## src/rtl/serial_add_pkg.sv

```systemverilog
// Shared types and constants for the bit-serial adder sequencer.
// Optional subtract support is enabled with the SERIAL_ADD_SUB_EN macro.
package serial_add_pkg;

    typedef enum logic [1:0] {
        IDLE = 2'd0,
        RUN  = 2'd1,
        DONE = 2'd2
    } state_t;

    localparam state_t STATE_RST = IDLE;
    localparam logic   CARRY_RST = 1'b0;
    localparam logic   COUT_RST  = 1'b0;

    // Counter must be able to hold WIDTH itself, not just WIDTH-1.
    function automatic int cnt_w(input int width);
        return (width < 1) ? 1 : $clog2(width + 1);
    endfunction

endpackage

```

## src/rtl/serial_add_ctrl_if.sv

```systemverilog
// Request/result bundle between a controller and the serial adder sequencer.
// The sub select only exists when SERIAL_ADD_SUB_EN is defined.
interface serial_add_ctrl_if #(
    parameter int WIDTH = 8
);
    logic             start;
    logic [WIDTH-1:0] a;
    logic [WIDTH-1:0] b;
`ifdef SERIAL_ADD_SUB_EN
    logic             sub;
`endif
    logic             busy;
    logic             done;
    logic [WIDTH-1:0] sum;
    logic             cout;

`ifdef SERIAL_ADD_SUB_EN
    modport master (output start, a, b, sub, input busy, done, sum, cout);
    modport slave  (input start, a, b, sub, output busy, done, sum, cout);
`else
    modport master (output start, a, b, input busy, done, sum, cout);
    modport slave  (input start, a, b, output busy, done, sum, cout);
`endif
endinterface

```

## src/rtl/fa_cell.sv

```systemverilog
// Full-adder cell made of two half adders and an OR; the only combinational
// arithmetic in the serial adder.
module fa_cell (
    input  logic a,
    input  logic b,
    input  logic cin,
    output logic s,
    output logic cout
);
    logic s1;
    logic c1;
    logic c2;

    half_adder u_ha0 (.a(a),  .b(b),   .s(s1), .c(c1));
    half_adder u_ha1 (.a(s1), .b(cin), .s(s),  .c(c2));

    assign cout = c1 | c2;
endmodule

```

## src/rtl/half_adder.sv

```systemverilog
// One-bit half adder, the building block of the shared full-adder cell.
module half_adder (
    input  logic a,
    input  logic b,
    output logic s,
    output logic c
);
    assign s = a ^ b;
    assign c = a & b;
endmodule

```

## src/rtl/serial_add_ctrl.sv

```systemverilog
// Bit-serial add sequencer: latches operands, steps one bit pair per clock
// LSB-first through fa_cell, publishes sum/cout with a done pulse.
// Define SERIAL_ADD_SUB_EN to add the two's-complement subtract mode.
module serial_add_ctrl #(
    parameter int WIDTH = 8
) (
    input  logic              clk,
    input  logic              rst_n,
    serial_add_ctrl_if.slave  bus
);
    import serial_add_pkg::*;

    localparam int             CW   = cnt_w(WIDTH);
    localparam logic [CW-1:0]  LAST = CW'(WIDTH - 1);

    state_t           state;
    state_t           state_nx;
    logic [CW-1:0]    cnt;
    logic             carry;
    logic [WIDTH-1:0] a_sh;
    logic [WIDTH-1:0] b_sh;
    logic [WIDTH-1:0] sum_sh;
    logic [WIDTH-1:0] sum_nx;
    logic [WIDTH-1:0] sum_q;
    logic             cout_q;
    logic             accept;
    logic             step;
    logic             last;
    logic             busy_c;
    logic             done_c;
    logic             b_bit;
    logic             fa_s;
    logic             fa_c;

    always_ff @(posedge clk or negedge rst_n) begin
        if (!rst_n) state <= STATE_RST;
        else        state <= state_nx;
    end

    always_comb begin
        state_nx = state;
        accept   = 1'b0;
        step     = 1'b0;
        busy_c   = 1'b0;
        done_c   = 1'b0;
        case (state)
            IDLE: begin
                if (bus.start) begin
                    accept   = 1'b1;
                    state_nx = RUN;
                end
            end
            RUN: begin
                step   = 1'b1;
                busy_c = 1'b1;
                if (cnt == LAST) state_nx = DONE;
            end
            DONE: begin
                done_c   = 1'b1;
                state_nx = IDLE;
            end
            default: state_nx = IDLE;
        endcase
    end

    assign last = step && (cnt == LAST);

`ifdef SERIAL_ADD_SUB_EN
    logic sub_q;
    assign b_bit = b_sh[0] ^ sub_q;
`else
    assign b_bit = b_sh[0];
`endif

    fa_cell u_fa (
        .a    (a_sh[0]),
        .b    (b_bit),
        .cin  (carry),
        .s    (fa_s),
        .cout (fa_c)
    );

    // New bit enters at the MSB so after WIDTH steps bit 0 sits at the LSB.
    always_comb begin
        sum_nx            = sum_sh >> 1;
        sum_nx[WIDTH-1]   = fa_s;
    end

    // The result registers load on the final step so they are already valid
    // throughout the done cycle.
    always_ff @(posedge clk or negedge rst_n) begin
        if (!rst_n) begin
            cnt    <= '0;
            carry  <= CARRY_RST;
            sum_q  <= '0;
            cout_q <= COUT_RST;
`ifdef SERIAL_ADD_SUB_EN
            sub_q  <= 1'b0;
`endif
        end else if (accept) begin
            cnt    <= '0;
`ifdef SERIAL_ADD_SUB_EN
            carry  <= bus.sub;
            sub_q  <= bus.sub;
`else
            carry  <= 1'b0;
`endif
        end else if (step) begin
            cnt   <= cnt + CW'(1);
            carry <= fa_c;
            if (last) begin
                sum_q  <= sum_nx;
                cout_q <= fa_c;
            end
        end
    end

    // Operand and partial-sum shifters carry no reset: they are always
    // reloaded on accept and fully overwritten before the result is used.
    always_ff @(posedge clk) begin
        if (accept) begin
            a_sh <= bus.a;
            b_sh <= bus.b;
        end else if (step) begin
            a_sh   <= a_sh >> 1;
            b_sh   <= b_sh >> 1;
            sum_sh <= sum_nx;
        end
    end

    assign bus.busy = busy_c;
    assign bus.done = done_c;
    assign bus.sum  = sum_q;
    assign bus.cout = cout_q;

endmodule

```

## src/flat_wrapper.sv

```systemverilog
// flat-port wrapper written by rule: the top's interface ports become plain ports
module serial_add_ctrl_flat import serial_add_pkg::*;
#(
    parameter int WIDTH = 8
)
  (clk, rst_n, bus_start, bus_a, bus_b, bus_busy, bus_done, bus_sum, bus_cout);
  serial_add_ctrl_if #(.WIDTH(WIDTH)) bus_i ();
  input  logic clk;
  input  logic rst_n;
  input wire logic [$bits(bus_i.start)-1:0] bus_start;
  input wire logic [$bits(bus_i.a)-1:0] bus_a;
  input wire logic [$bits(bus_i.b)-1:0] bus_b;
  output wire logic [$bits(bus_i.busy)-1:0] bus_busy;
  output wire logic [$bits(bus_i.done)-1:0] bus_done;
  output wire logic [$bits(bus_i.sum)-1:0] bus_sum;
  output wire logic [$bits(bus_i.cout)-1:0] bus_cout;
  assign bus_i.start = bus_start;
  assign bus_i.a = bus_a;
  assign bus_i.b = bus_b;
  assign bus_busy = bus_i.busy;
  assign bus_done = bus_i.done;
  assign bus_sum = bus_i.sum;
  assign bus_cout = bus_i.cout;
  serial_add_ctrl #(.WIDTH(WIDTH)) u_core (.clk(clk), .rst_n(rst_n), .bus(bus_i));
endmodule
```

## config.mk

```make
export PLATFORM = sky130hd
export DESIGN_NAME = serial_add_ctrl_flat
export DESIGN_NICKNAME = d
export VERILOG_FILES = /design/src/rtl/serial_add_pkg.sv /design/src/rtl/serial_add_ctrl_if.sv /design/src/rtl/fa_cell.sv /design/src/rtl/half_adder.sv /design/src/rtl/serial_add_ctrl.sv /design/src/flat_wrapper.sv
export SDC_FILE = /design/constraint.sdc
export NUM_CORES = 1
export LEC_CHECK = 0
export CAP_MARGIN = 0
export CORE_ASPECT_RATIO = 0.5
export CORE_MARGIN = 2
export CORE_UTILIZATION = 50
export DETAILED_ROUTE_END_ITERATION = 6
export GPL_TIMING_DRIVEN = 0
export PLACE_DENSITY_LB_ADDON = 0.2
export RECOVER_POWER = 25
export REMOVE_ABC_BUFFERS = 1
export SLEW_MARGIN = 20
export SYNTH_ARGS = -nofsm -noshare
export SYNTH_HDL_FRONTEND = slang
export SYNTH_HIERARCHICAL = 1
export SYNTH_SLANG_ARGS = --single-unit
```

## constraint.sdc

```tcl
create_clock -name clk -period 1.95 [get_ports clk]
set_input_delay 0.2925 -clock clk [delete_from_list [all_inputs] [get_ports clk]]
set_output_delay 0.2925 -clock clk [all_outputs]
set_load 0.02 [all_outputs]
```

==> summary.md <==
| Metric | Value |
|---|---|
| Number of synthesized register bits | `39` |
| Die boundary width | `around 83 um` |
| Commonest cells post-synth | `edfxtp_1 (23), mux2_2 (23), dfrtp_1 (16)` |
| Status | `finished, final reports clean` |
| First-pass GRT wire length | `3830 um` |
| Drt total wl | `2250 um` |
| Largest net degree at the start of global routing | `19` |
| Min Tclk post-route | `~1900 ps` |
| Clock root buffer master | `clkbuf_8` |
| Antenna viol nets, final | `0` |
| Skew-Pair Late Insertion Delay | `280 ps` |
| Final max-slew violation count | `0` |
| Die Y | `43.6 um` |
| Buffers from clock root to sink, at most | `2` |
| Post-synth EDFFs | `23` |
| # port buffers | `29` |
| DR pass1 iterations | `4` |
| WP data required | `about 1700 ps` |
| P per Cell Area | `1560 nW/um^2` |
| Die area | `3630 um^2` |
| Hold Crit Class | `flop to flop` |
| Syn avg cell area | `between 15 and 20 um^2` |
| Skew final | `around 5 ps` |
| Critical path capture point | `bus_done` |
| Setup crit start | `u_core/state[0]` |
| # DRC | `0` |
| Post-synth top area share | `43.9%` |
| Post-detail-place hpwl | `1500 um` |
| Critical Path, Cell by Cell | `and2b_2 -> clkdlybuf4s50_1` |
| Critical path's slowest cell | `clkdlybuf4s50_1` |
| Cell taking the most area after synthesis | `edfxtp_1` |
| Post-synthesis cell count | `90` |
| Initial DRC count | `12` |
| Inserted Diodes | `0` |
| Startpoint Class | `flop` |
| Pre-CTS WS | `-168 ps` |
| Final-report hold violation count | `0` |
| Cell area after synthesis | `1570 um^2` |
| Maxcap violations | `0` |
| Final core occ | `about 68%` |
| Critical path class | `flop to primary output` |
| Static Leak | `0.810 nW` |
| Register area share after synthesis | `69.4%` |
| Synth area leaders | `edfxtp_1 (44%), dfrtp_1 (25%), mux2_2 (16%)` |
| Num CTS Buffers | `5` |
| Prevailing post-synth register cell | `edfxtp_1` |
| Yosys warning total | `6` |
| Reg2Reg Setup Slack | `150 ps` |
| CORE AREA | `3000 um^2` |
| Setup ws final | `just under 90 ps` |
| Netlist cell types | `20` |
| Sink Count | `39` |
| Vias per cell | `5.02` |
| R2r endpoint | `u_core/a_sh[2]` |
| Final Setup Violations | `0` |
| Reg2reg start | `u_core/state[0]` |
| Worst Setup End Kind | `primary output` |
| Gr ovfl total | `0` |
| All-layer global routing usage | `13.9%` |
| Critical path arrival | `1570 ps` |
| Nets | `roughly 150` |
| Final worst-path cycle share | `approximately 95%` |
| Max-slew headroom | `49.9%` |
| Via count | `around 860` |
| CTS tree | `done` |
| R2R depth | `2` |
| Initial Utilization | `roughly 52%` |
| H-tree depth | `2` |
| Number of global-route vias before repair | `875` |
| Rows | `14` |
| Worst Max-Slew Pin Slew | `750 ps` |
| Clk slew on worst S/H paths | `70 ps` |
| Layout cells sized above 1 | `31.1%` |
| Area Growth Syn to Fin | `30.0%` |
| Crit-path max cell delay | `590 ps` |
| Wire per inst | `about 13 um` |
| IO Count | `30` |
| Crit-path max FO | `5` |
| Max IR drop VDD | `0.00101 V` |
| Initial antenna violation count | `0` |
| Post-synthesis async set-or-reset flop share | `approximately 40%` |
| F_max | `537 MHz` |
| RSZ-0062 raised after global routing | `no` |
| Final Wtd Congestion | `~0.67` |
## metal layers
layer	global-route usage (%)	share of wire, %	vias up
met5	0	0	-
met2	22.4	46	28
li1	-	-	420
met3	6.29	6.1	0
met1	17.7	48	415
met4	2.95	0	0
## sequential cells by signal, indices dropped and copies added (netlist names)
name / cells
u_core/state: 2
u_core/bus.sum: 8
u_core/bus.cout: 1
u_core/b_sh: 8
u_core/cnt: 4
u_core/a_sh: 8
u_core/carry: 1
u_core/sum_sh: 7
## what timing repair did
action                     in CTS  in global routing
pin swaps                       0                  0
setup endpoints to repair       1                  1
gates resized for setup         2                  0
setup buffers                   0                  6
hold buffers                    0                  0
## power by group
part,switching [mW],internal (mW),leakage [nW]
clock network,0.252,0.285,0.0482
logic,0.477,0.599,0.320
registers,0.181,1.39,0.441
total,0.910,2.27,0.810
## layout by cell type (no fill, tap or decap)
cell / synthesis / routed
clkdlybuf4s50_1: 0 / 27
clkbuf_1: 0 / 1
edfxtp_1: 23 / 23
nand2_1: 3 / 3
and2_1: 2 / 2
mux2_2: 23 / 23
a22o_1: 2 / 2
dfrtp_1: 16 / 16
nor3b_4: 1 / 1
nand2b_4: 1 / 1
buf_4: 1 / 6
clkinvlp_4: 0 / 1
o21bai_1: 1 / 1
clkinv_2: 0 / 1
nor3b_1: 1 / 1
clkbuf_8: 0 / 6
nand4_1: 1 / 1
or2_1: 1 / 1
nor3_4: 1 / 1
o21ai_0: 4 / 4
dlygate4sd3_1: 0 / 1
mux2i_1: 1 / 1
ha_1: 3 / 3
nand2b_1: 2 / 2
and2b_2: 1 / 1
dlygate4sd2_1: 0 / 1
inv_1: 2 / 1
## cell families (layout without fill, tap and decap cells)
| kind of cell | Yosys count | count (layout) | synth area share, % |
|---|---|---|---|
| buffers and inverters | 3 | 45 | 0.956 |
| multiplexers | 24 | 24 | 17.1 |
| AND/OR/NAND/NOR | 14 | 14 | 7.25 |
| adder cells (fa/ha/maj) | 3 | 3 | 2.39 |
| AO/OA/AOI/OAI | 7 | 7 | 2.87 |
| flip-flops | 39 | 39 | 69.4 |
## area by class of cell
class	instances	area, um^2
Sequential cell	39	1090
Tap cell	40	50.0
Timing Repair Buffer	35	334
Fill cell	207	952
Multi-Input combinational cell	48	465
Inverter	2	11.3
Clock inverter	1	5.00
Clock buffer	7	86.3
## critical path: cells and delay by family (launching register included)
kind | cells | cell delay [ps]
and+or+nand+nor | 1 | 240
buffers and inverters | 1 | 590
DFF | 1 | 460
## stage by stage
stage	total power [mW]	cells	TNS, ps	hold WS, ps	instance area, um^2
5_1_grt	3.39	172	0	463	2040
2_1_floorplan	2.19	89	0	-3.09	1560
3_5_place_dp	2.59	158	-2220	436	1900
4_1_cts	3.13	166	0	454	2000
6_report	3.18	172	0	453	2040
3_3_place_gp	2.55	158	-2400	424	1900
## how the worst min path moves through the flow
| stage | end | depth (start not counted) | start | slack, ps |
|---|---|---|---|---|
| after detailed placement | u_core/sum_sh[6] | 0 | u_core/sum_sh[7] | 440 |
| after global routing | u_core/sum_sh[3] | 0 | u_core/sum_sh[4] | 460 |
| after floorplan | u_core/bus.cout | 0 | rst_n | -3 |
| after global placement | u_core/sum_sh[6] | 0 | u_core/sum_sh[7] | 420 |
| after CTS | u_core/sum_sh[6] | 0 | u_core/sum_sh[7] | 450 |
| final | u_core/sum_sh[5] | 0 | u_core/sum_sh[6] | 450 |
(Power assumes the default switching activity.)
